<file path="config.mk">
export PLATFORM = sky130hd
export DESIGN_NAME = stream_word_packer_flat
export DESIGN_NICKNAME = d
export VERILOG_FILES = /design/src/rtl/stream_word_packer_if.sv /design/src/rtl/stream_word_packer.sv /design/src/flat_wrapper.sv
export SDC_FILE = /design/constraint.sdc
export NUM_CORES = 1
export LEC_CHECK = 0
export CORE_MARGIN = 5
export CORE_UTILIZATION = 23
export CTS_CLUSTER_DIAMETER = 40
export DETAILED_ROUTE_END_ITERATION = 10
export DONT_BUFFER_PORTS = 1
export PLACE_DENSITY = 0.37
export SETUP_SLACK_MARGIN = 0.2
export SYNTH_ARGS = -nofsm -noshare
export SYNTH_HDL_FRONTEND = slang
export SYNTH_SLANG_ARGS = --single-unit
</file>
<file path="constraint.sdc">
create_clock -name clk -period 3 [get_ports clk]
set_input_delay 0.9 -clock clk [delete_from_list [all_inputs] [get_ports clk]]
set_output_delay 0.9 -clock clk [all_outputs]
set_load 0.005 [all_outputs]
</file>
<file path="src/rtl/stream_word_packer_if.sv">
// Word stream from the packer FIFO head to the DMA: 32-bit little-endian word,
// lane byte enables and an end-of-flush marker, under a valid/ready handshake.
interface stream_word_packer_if;
  logic        m_valid;
  logic [31:0] m_data;
  logic [3:0]  m_byte_en;
  logic        m_last;
  logic        m_ready;

  modport master (
    output m_valid,
    output m_data,
    output m_byte_en,
    output m_last,
    input  m_ready
  );

  modport slave (
    input  m_valid,
    input  m_data,
    input  m_byte_en,
    input  m_last,
    output m_ready
  );
endinterface

</file>
<file path="src/rtl/stream_word_packer.sv">
// Packs the INT8 pooling output stream into little-endian 32-bit words and queues
// them in a first-word-fall-through FIFO; upstream is never stalled, overflow drops.
module stream_word_packer #(
  parameter int FIFO_DEPTH = 16
) (
  input  logic                             clk,
  input  logic                             reset_n,
  input  logic                             valid_in,
  input  logic [7:0]                       data_in,
  input  logic                             flush,
  input  logic                             clear_overflow,
  stream_word_packer_if.master             m_if,
  output logic [$clog2(FIFO_DEPTH+1)-1:0]  fifo_count,
  output logic                             overflow
);

  localparam int AW = (FIFO_DEPTH > 1) ? $clog2(FIFO_DEPTH) : 1;
  localparam int CW = $clog2(FIFO_DEPTH + 1);
  localparam int EW = 37;

  logic [1:0]    laneIdx_q, laneIdx_d;
  logic [31:0]   packData_q, packData_d;
  logic [AW-1:0] wrPtr_q, wrPtr_d;
  logic [AW-1:0] rdPtr_q, rdPtr_d;
  logic [CW-1:0] count_q, count_d;
  logic          overflow_q, overflow_d;
  logic [EW-1:0] mem [FIFO_DEPTH];

  logic [31:0]   byteShifted;
  logic [31:0]   writeData;
  logic [2:0]    filledCount;
  logic [3:0]    pushBe;
  logic          closeFull;
  logic          push;
  logic          pop;
  logic          full;
  logic          notEmpty;
  logic          accept;
  logic          drop;
  logic [EW-1:0] pushEntry;
  logic [EW-1:0] headEntry;

  // Lanes above the current index are always zero, so OR-ing the new byte in is safe.
  always_comb begin
    byteShifted = {24'd0, data_in} << {laneIdx_q, 3'b000};
    writeData   = valid_in ? (packData_q | byteShifted) : packData_q;
    filledCount = {1'b0, laneIdx_q} + {2'b00, valid_in};
    closeFull   = valid_in && (laneIdx_q == 2'd3);
    push        = closeFull || flush;
    case (filledCount)
      3'd0:    pushBe = 4'h0;
      3'd1:    pushBe = 4'h1;
      3'd2:    pushBe = 4'h3;
      3'd3:    pushBe = 4'h7;
      default: pushBe = 4'hF;
    endcase
    pushEntry = {flush, pushBe, writeData};
  end

  always_comb begin
    notEmpty = (count_q != '0);
    full     = (count_q == CW'(FIFO_DEPTH));
    pop      = notEmpty && m_if.m_ready;
    accept   = push && (!full || pop);
    drop     = push && full && !pop;
  end

  always_comb begin
    laneIdx_d  = laneIdx_q;
    packData_d = packData_q;
    if (push) begin
      laneIdx_d  = 2'd0;
      packData_d = '0;
    end else if (valid_in) begin
      laneIdx_d  = laneIdx_q + 2'd1;
      packData_d = writeData;
    end

    wrPtr_d = accept ? wrPtr_q + AW'(1) : wrPtr_q;
    rdPtr_d = pop    ? rdPtr_q + AW'(1) : rdPtr_q;
    count_d = count_q + CW'(accept) - CW'(pop);

    // A drop in the same cycle as a clear must leave the flag set.
    overflow_d = overflow_q;
    if (drop) begin
      overflow_d = 1'b1;
    end else if (clear_overflow) begin
      overflow_d = 1'b0;
    end
  end

  always_ff @(posedge clk or negedge reset_n) begin
    if (!reset_n) begin
      laneIdx_q  <= 2'd0;
      packData_q <= '0;
      wrPtr_q    <= '0;
      rdPtr_q    <= '0;
      count_q    <= '0;
      overflow_q <= 1'b0;
    end else begin
      laneIdx_q  <= laneIdx_d;
      packData_q <= packData_d;
      wrPtr_q    <= wrPtr_d;
      rdPtr_q    <= rdPtr_d;
      count_q    <= count_d;
      overflow_q <= overflow_d;
    end
  end

  always_ff @(posedge clk) begin
    if (accept) begin
      mem[wrPtr_q] <= pushEntry;
    end
  end

  // Head fields are gated by valid so stale or uninitialised storage never leaks out.
  always_comb begin
    headEntry        = mem[rdPtr_q];
    m_if.m_valid     = notEmpty;
    m_if.m_data      = notEmpty ? headEntry[31:0]  : 32'd0;
    m_if.m_byte_en   = notEmpty ? headEntry[35:32] : 4'h0;
    m_if.m_last      = notEmpty && headEntry[36];
    fifo_count       = count_q;
    overflow         = overflow_q;
  end

endmodule

</file>
<file path="src/flat_wrapper.sv">
// flat-port wrapper written by rule: the top's interface ports become plain ports
module stream_word_packer_flat 
#(
  parameter int FIFO_DEPTH = 16
)
  (clk, reset_n, valid_in, data_in, flush, clear_overflow, fifo_count, overflow, m_if_m_valid, m_if_m_data, m_if_m_byte_en, m_if_m_last, m_if_m_ready);
  stream_word_packer_if m_if_i ();
  input  logic clk;
  input  logic reset_n;
  input  logic valid_in;
  input  logic [7:0] data_in;
  input  logic flush;
  input  logic clear_overflow;
  output logic [$clog2(FIFO_DEPTH+1)-1:0] fifo_count;
  output logic overflow;
  output wire logic [$bits(m_if_i.m_valid)-1:0] m_if_m_valid;
  output wire logic [$bits(m_if_i.m_data)-1:0] m_if_m_data;
  output wire logic [$bits(m_if_i.m_byte_en)-1:0] m_if_m_byte_en;
  output wire logic [$bits(m_if_i.m_last)-1:0] m_if_m_last;
  input wire logic [$bits(m_if_i.m_ready)-1:0] m_if_m_ready;
  assign m_if_m_valid = m_if_i.m_valid;
  assign m_if_m_data = m_if_i.m_data;
  assign m_if_m_byte_en = m_if_i.m_byte_en;
  assign m_if_m_last = m_if_i.m_last;
  assign m_if_i.m_ready = m_if_m_ready;
  stream_word_packer #(.FIFO_DEPTH(FIFO_DEPTH)) u_core (.clk(clk), .reset_n(reset_n), .valid_in(valid_in), .data_in(data_in), .flush(flush), .clear_overflow(clear_overflow), .m_if(m_if_i), .fifo_count(fifo_count), .overflow(overflow));
endmodule
</file>
# After elaboration in Yosys (flattened, before gate mapping)
# Memory sizes are Yosys's and may differ from the RTL's.
# Index checks and enable logic that the tools add are counted.
[totals]
mem_bits_rw = 592
register_bits = 48
word_cells = 46
latchBits = 0
in_bits = 14
memories = 1
mem_bits_ro = 0
out_inout_bits = 44
[mem_list]
columns = ["memory", "depth", "width", "read_ports", "rd_ports_with_merged_regs", "write_ports", "line_no", "rtl"]
rows = [
  ["u_core.mem", 16, 37, 1, 0, 1, "stream_word_packer.sv:27", "logic [EW-1:0] mem [FIFO_DEPTH];"],
]
[op_classes]
muxes = 12
add_sub_neg = 6
shift = 1
n_mul = 0
n_reduce_logical = 14
order_cmp = 0
bitwise_logic = 1
n_eq_ne = 5
div = 0
[ops]
columns = ["cell", "n"]
rows = [
  ["32-bit 2-to-1 mux", 4],
  ["32-bit OR", 1],
  ["8-bit by 5-bit << shifter with 32-bit output", 1],
  ["4-bit one-hot mux with 4 select lines", 1],
  ["4-bit by 1-bit adder with 4-bit output (second input constant)", 2],
  ["3-bit by 2-bit equality test with 1-bit output (second input constant)", 2],
  ["1-bit logical AND", 6],
  ["5-bit by 1-bit adder with 5-bit output", 1],
  ["5-bit equality test (second input constant)", 1],
  ["5-bit nonzero test", 1],
  ["5-bit by 1-bit subtractor with 5-bit output", 1],
  ["1-bit 2-to-1 mux", 4],
  ["2-bit 2-to-1 mux", 2],
  ["4-bit 2-to-1 mux", 1],
  ["2-bit nonzero test", 2],
  ["2-bit by 1-bit adder with 3-bit output", 1],
  ["3-bit by 1-bit equality test with 1-bit output (second input constant)", 1],
  ["3-bit logical NOT", 1],
  ["2-bit by 1-bit adder with 2-bit output (second input constant)", 1],
  ["2-bit equality test (second input constant)", 1],
  ["1-bit logical NOT", 2],
  ["1-bit logical OR", 2],
]

# Depth between registers and ports, before layout
# Gate-level depths: netlist of the first run.
[depth]
depth_word = 6
depth_mapped = 11
mapped_depth_nobuf = 10

# Least setup slack after synthesis of the first run
# No wires, ideal clock.
[synth_timing]
path_kind = "in2reg"
start = "in valid_in"
end = "mem u_core.mem[4][0], enable pin"
setup_time_ns = 0.398
required_ns = 2.602
arrival_ns = 2.774
cell_stages = 5
n_path_buf = 2
path_slack_ns = -0.172
cell_sequence = "buf_2 -> a21oi_1 -> clkbuf_1 -> a2111oi_1 -> and2_1"
[synth_between]
elab_chain_len = 5
[synth_rtl]
columns = ["element", "line_no", "rtl"]
rows = [
  ["start: declaration", "flat_wrapper.sv:10", "input logic valid_in;"],
  ["1-bit logical AND", "stream_word_packer.sv:48", "closeFull = valid_in && (laneIdx_q == 2'd3);"],
  ["1-bit logical OR", "stream_word_packer.sv:49", "push = closeFull || flush;"],
  ["1-bit logical AND", "stream_word_packer.sv:64", "accept = push && (!full || pop);"],
  ["1-bit 2-to-1 mux", "stream_word_packer.sv:111", "if (accept) begin"],
  ["1-bit 2-to-1 mux (not written as such)", "stream_word_packer.sv:112", "mem[wrPtr_q] <= pushEntry;"],
  ["end: declaration", "stream_word_packer.sv:27", ""],
]
# Every way passes these cells.

# Final worst setup path of the first run
[layout_timing]
start = "reg u_core.rdPtr_q[1]"
end = "out m_if_m_byte_en[0]"
[layout_between]
elab_chain_len = 2
[layout_rtl]
columns = ["element", "line_no", "rtl"]
rows = [
  ["start: declaration", "stream_word_packer.sv:24", "logic [AW-1:0] rdPtr_q, rdPtr_d;"],
  ["start signal: assignment", "stream_word_packer.sv:104", "rdPtr_q <= rdPtr_d;"],
  ["memory read 16 x 37 bit", "--", ""],
  ["4-bit 2-to-1 mux", "stream_word_packer.sv:121", "m_if.m_byte_en = notEmpty ? headEntry[35:32] : 4'h0;"],
  ["end: declaration", "flat_wrapper.sv:18", "output wire logic [$bits(m_if_i.m_byte_en)-1:0] m_if_m_byte_en;"],
]
# Every way passes these cells.

==> impl_metrics.tcl, run 1 <==
set metrics [dict create \
    rows 121 \
    crit_path_start "u_core.rdPtr_q[1]$_DFFE_PN0P_" \
    p_leak_uw 0.0116 \
    drv_cap 0 \
    slew-limit-headroom_pct 59.0 \
    totalWireLength_mm 71.4 \
    die_area_um2 115000 \
    drive_gt1_share_pct 42.8 \
    maxSlewViolCount 0 \
    synth_seq_cells 640 \
    p_sw_share_pct 29.6 \
    grt.total_usage_pct 12.3 \
    drt_iter0_markers 830 \
    fmax_mhz 288 \
    p_seq_share_pct 30.8 \
    htree_levels 3 \
    setup-violations-final 37 \
    grt_pass1_vias 13500 \
    final_nets 1436 \
    fin_crit_sh_pct 116 \
    rrSetupSlack_ps 270 \
    required_ps 2100 \
    power.density_nw_per_um2 1080 \
    setup_slack_ps -466 \
    ff2ff_path_depth 11 \
    worst-setup-path-type "flop to output port" \
    ys_seq_area_share_pct 75.9 \
    postRouteAntennaNets 0 \
    initial_core_util_pct 23.1 \
    combPwrFrac_pct 34.2 \
    r2r-start "u_core.fifo_count[2]$_DFF_PN0_" \
    synth_edf_count 592 \
    final_area_um2 33500 \
    clockPowerShare_pct 35.0 \
    end_kind "output port" \
    die_w_um 340 \
    pre_cts_ws_ps 74.5 \
    antenna_cells_inserted 0 \
    core_um2 108000 \
    synth_cell_type_count 37 \
    hold_path_class "input pin to asynchronous set/reset pin" \
    synth.avg_cell_area_um2 21.7 \
    failed_checks "negative setup slack" \
    vias 12400 \
    clk_latency_ps 640 \
    rsz0062_at_grt "true" \
    internal_power_uw 25500 \
    routed_via_density 4.25 \
    cp.arrival_ps 2570 \
    min_period_ps 3470 \
    dpl.hpwl_mm 42.3 \
    post_dp_cell_area_um2 28200 \
    clkSlewWorstSetupHoldPaths_ps 50 \
    syn-cell-area_um2 25000 \
    postSynth.asyncResetShare_pct 7.50 \
    drc_errors 0 \
    cts_sinks 640 \
    yosys_most_used_dff "edfxtp_1" \
    outcome "complete, but fails checks" \
    grt_max_degree 49 \
    grt_first_pass_wirelength_mm 102 \
    die_h_um 340 \
    hold_violations 0 \
    portBuffers 0 \
    place_congestion 0.687 \
    drt_first_pass_iters 5 \
    syn2layout_area_growth_pct 34.2 \
    tritoncts "built" \
    cts_root_buf "clkbuf_16" \
    wire_per_inst_um 24.5 \
    io_pins 58 \
    ctsLongestPathBuffers 3 \
    yosysWarnings 0 \
    irDropWorstVdd_v 0.000488 \
    antenna_found_initial 0 \
    syn-instance-count 1152 \
    p_sw_uw 10700 \
    worst_pin_slew_ps 615 \
    grt.overflow.total 0 \
    worstSetupStartpointType "flop" \
    num-fill-cells 10400 \
    crit_fanout 8 \
    synth_fp_nets 1180 \
    r2r-end "u_core.fifo_count[4]$_DFF_PN0_" \
    cts-buffers-inserted 109 \
    finClkSkew_ps 17.0 \
]
## metrics by stage
stage,instances,total power [uW],hold slack (ps),TNS [ps],utilization (%)
4_1_cts,2897,36300,64.1,-18720,30.6
6_report,2917,36200,97.5,-15590,30.9
3_3_place_gp,2653,21200,549,0,26.1
2_1_floorplan,1152,16700,517,-12560,-
3_5_place_dp,2653,21300,552,0,26.1
5_1_grt,2917,37900,81.6,-19990,30.9
## cells by family after synthesis
logic type / synth area share, %
mux: 15.0
xor+xnor: 0.385
fa+ha+maj: 0.731
buf+inv: 2.22
simple gates: 2.60
flops: 75.9
compound gates: 3.18
## critical path, cell delays in order (launching register included)
cell	delay, ps
dfrtp_4	540
buf_4	180
clkbuf_16	160
buf_4	140
mux4_2	440
mux2i_4	190
o221ai_4	140
buf_6	130
## how the worst max path moves through the flow
stage                            endpoint
2_1_floorplan  u_core.mem[0][0]$_DFFE_PP_
3_3_place_gp               m_if_m_data[9]
3_5_place_dp               m_if_m_data[2]
4_1_cts                   m_if_m_data[14]
5_1_grt                   m_if_m_data[14]
6_report                m_if_m_byte_en[0]
## cells in the final DEF, fill, tap and decap left out, drive strengths merged, types with 4 or more instances in the layout
| master | instances |
|---|---|
| o221ai | 37 |
| mux2i | 39 |
| inv | 54 |
| nand3 | 42 |
| clkinvlp | 18 |
| ha | 13 |
| buf | 207 |
| edfxtp | 592 |
| a21o | 35 |
| clkinv | 38 |
| a21oi | 4 |
| mux4 | 148 |
| xnor2 | 8 |
| clkbuf | 128 |
| and2 | 44 |
| dfrtp | 48 |
| bufinv | 15 |
| and4 | 4 |
## registers in the layout, indices dropped and copies added, names as in the netlist
register and count:
u_core.mem 592, u_core.laneIdx_q 2, u_core.overflow 1, u_core.packData_q 32, u_core.rdPtr_q 4, u_core.fifo_count 5, u_core.wrPtr_q 4
## synthesized netlist by cell type, drive strengths merged (2+ instances only)
cell type  count  area (um^2)
edfxtp       592        17800
mux4         148         3330
buf           48          325
dfrtp         48         1200
inv           46          173
and2          44          275
nand3         42          223
mux2i         39          390
o221ai        37          455
a21o          35          263
clkbuf        15         56.3
ha            13          163
xnor2          8         70.1
a21oi          4         20.0
and4           4         35.0
a2111oi        3         30.0
xor2           3         26.3
a211oi         2         15.0
and3           2         12.5
and3b          2         17.5
mux2           2         22.5
nor2           2         7.51
nor2b          2         12.5
nor3b          2         25.0
or2            2         12.5
## final cells by class
| cell class | count | area, um^2 | area share (%) |
|---|---|---|---|
| tap | 1414 | 1770 | 5.27 |
| inverter | 46 | 173 | 0.515 |
| multi-input combinational | 403 | 6130 | 18.3 |
| clock buffer | 127 | 2900 | 8.65 |
| sequential | 640 | 19000 | 56.6 |
| clock inverter | 79 | 916 | 2.73 |
| timing repair buffer | 208 | 2670 | 7.96 |
## metal layers
layer / vias to the layer above / global-route usage, % / routed length, um
met5: - / 0 / 0
met4: 0 / 3.40 / 1440
li1: 5339 / - / -
met3: 94 / 2.72 / 3170
met1: 6730 / 15.9 / 31200
met2: 243 / 20.9 / 35600
## what timing repair did
| item | CTS | global route |
|---|---|---|
| endpoints found under the setup margin | 38 | 39 |
| hold buffers | 1 | 0 |
| gates resized for setup | 109 | 29 |
| cloned | 4 | 1 |
| pin swaps | 25 | 7 |
| hold endpoints to repair | 48 | 0 |
| buffers inserted | 33 | 19 |
## power groups by stage
stage                     logic (uW)  registers [uW]  clock network [uW]
after floorplan                 5530           11200                   0
after global placement          9970           11300                   0
after global routing           13300           11200               13500
after CTS                      12100           11100               13000
after detailed placement        9970           11300                   0
final                          12400           11100               12700
Power figures use the tool's default switching activity.
==> inputs of run 2 (changes only) <==
MAX_ROUTING_LAYER = met4   (was not set)
==> impl_metrics.tcl, run 2 (same netlist as run 1, synthesis figures left out) <==
set metrics [dict create \
    outcome "complete, but fails checks" \
    failed_checks "negative setup slack" \
    slew-limit-headroom_pct 59.3 \
    combPwrFrac_pct 34.0 \
    drt_first_pass_iters 5 \
    io_pins 58 \
    irDropWorstVdd_v 0.000493 \
    p_sw_uw 10700 \
    ff2ff_path_depth 11 \
    die_h_um 340 \
    cp.arrival_ps 2580 \
    crit_family "simple AND/OR/NAND/NOR gates" \
    final_cell_mix "592 x edfxtp_1, 148 x mux4_2, 114 x clkbuf_16" \
    globalRoute.busiestLayer "met2" \
    die_area_um2 115000 \
    clockPowerShare_pct 35.1 \
    htree_levels 3 \
    routed_via_density 4.25 \
    core_um2 108000 \
    setup-violations-final 37 \
    crit_chain "inv_2, ha_4, or4b_4, nand3_4, buf_12, buf_12, o221ai_4, buf_6" \
    largest_reg_flops 592 \
    r2r-end "u_core.fifo_count[4]$_DFF_PN0_" \
    critPathSlowestCell "or4b_4" \
    rrSetupSlack_ps 260 \
    portBuffers 0 \
    cts-buffers-inserted 109 \
    power.density_nw_per_um2 1080 \
    worst-setup-path-type "flop to output port" \
    cts_root_buf "clkbuf_16" \
    drv_cap 0 \
    drc_errors 0 \
    ctsLongestPathBuffers 3 \
    layout_commonest_cell "edfxtp_1" \
    rsz0062_at_grt "true" \
    antenna_cells_inserted 0 \
    post_dp_cell_area_um2 28200 \
    drt_iter0_markers 836 \
    postRouteAntennaNets 0 \
    grt.total_usage_pct 12.6 \
    max_stage_delay_ps 530 \
    grt_pass1_vias 13400 \
    internal_power_uw 25400 \
    hold_path_class "input pin to asynchronous set/reset pin" \
    wire_per_inst_um 24.5 \
    clkSlewWorstSetupHoldPaths_ps 50 \
    num-fill-cells 10400 \
    p_leak_uw 0.0116 \
    grt_util_met2_pct 20.8 \
    die_w_um 340 \
    crit_fanout 6 \
    p_total_uw 36100 \
    fin_crit_sh_pct 116 \
    p_seq_share_pct 30.8 \
    path_common_cell "buf_12" \
    initial_core_util_pct 23.1 \
    use_met3_pct 2.79 \
    worstSetupStartpointType "flop" \
    tritoncts "built" \
    fmax_mhz 288 \
    clk_latency_ps 650 \
    p_sw_share_pct 29.7 \
    required_ps 2100 \
    finClkSkew_ps 17.2 \
    grt.overflow.total 0 \
    final_area_um2 33500 \
    syn2layout_area_growth_pct 34.0 \
    final_nets 1432 \
    worst_pin_slew_ps 611 \
    cts_sinks 640 \
    vias 12400 \
    r2r-start "u_core.fifo_count[2]$_DFF_PN0_" \
    antenna_found_initial 0 \
    place_congestion 0.694 \
    hold_violations 0 \
    grt_use_met1_pct 15.8 \
    setup_slack_ps -476 \
    end_kind "output port" \
    path_buf_inv 4 \
    grt_first_pass_wirelength_mm 102 \
    totalWireLength_mm 71.4 \
    regMostFlops "u_core.mem" \
    rows 121 \
    min_period_ps 3480 \
    maxSlewViolCount 0 \
    grt_max_degree 49 \
    dpl.hpwl_mm 42.3 \
    drive_gt1_share_pct 42.8 \
]
run 2: cell count changes in the layout (fill, tap and decap cells not counted), sizes merged:
cell,before,now
buf,207,203
run 2: how the worst max path moves through the flow:
stage	from	end	cells after the start
finish	u_core.fifo_count[2]$_DFF_PN0_	m_if_m_data[14]	8
global route	u_core.fifo_count[2]$_DFF_PN0_	m_if_m_data[14]	8
CTS	u_core.fifo_count[2]$_DFF_PN0_	m_if_m_data[14]	8
detailed placement	u_core.rdPtr_q[1]$_DFFE_PN0P_	m_if_m_data[2]	6
global placement	u_core.fifo_count[2]$_DFF_PN0_	m_if_m_data[9]	7
floorplan	valid_in	u_core.mem[0][0]$_DFFE_PP_	5
run 2: what timing repair did:
action	in CTS	in global routing
hold endpoints to repair	48	0
setup endpoints to repair	38	39
hold buffers	1	0
pin swaps	25	7
gates resized for setup	109	30
setup buffers	33	15
gates cloned	4	1
run 2: worst register-to-register path, delay by kind of cell, from the launching register on:
family / cells / cell delay (ps)
buf+inv: 2 / 350
simple gates: 2 / 650
flops: 1 / 380
xor+xnor: 1 / 130
fa+ha+maj: 3 / 790
mux: 1 / 70
compound gates: 2 / 250
run 2: final cells by class:
cell class | count | area, um^2 | share of cell area, %
multi-input cells | 403 | 6140 | 18.3
inverters | 46 | 173 | 0.515
clock buffers | 127 | 2900 | 8.66
well taps | 1414 | 1770 | 5.28
flip-flops and latches | 640 | 19000 | 56.7
clock inverters | 79 | 916 | 2.73
repair buffers | 204 | 2610 | 7.79
run 2: through the flow:
step           hold WS [ps]  setup slack (ps)  setup TNS [ps]  std cells  utilization (%)
6_report               95.4              -476          -15930       2913             30.9
5_1_grt                85.2              -581          -20080       2913             30.9
4_1_cts                64.1              -549          -18720       2897             30.6
3_5_place_dp            552              74.5               0       2653             26.1
3_3_place_gp            549              71.9               0       2653             26.1
2_1_floorplan           517              -170          -12560       1152                -
run 2: per-layer routing:
metal  part of all wire (%)  wire length (um)
met1                     44             31100
met2                     50             35600
met3                    4.5              3240
met4                    2.0              1430
met5                      0                 0
run 2: power groups by stage:
stage / sequential [uW] / clock (uW) / combinational, uW
final: 11100 / 12700 / 12300
after CTS: 11100 / 13000 / 12100
after detailed placement: 11300 / 0 / 9970
after floorplan: 11200 / 0 / 5530
after global routing: 11200 / 13500 / 13200
after global placement: 11300 / 0 / 9970
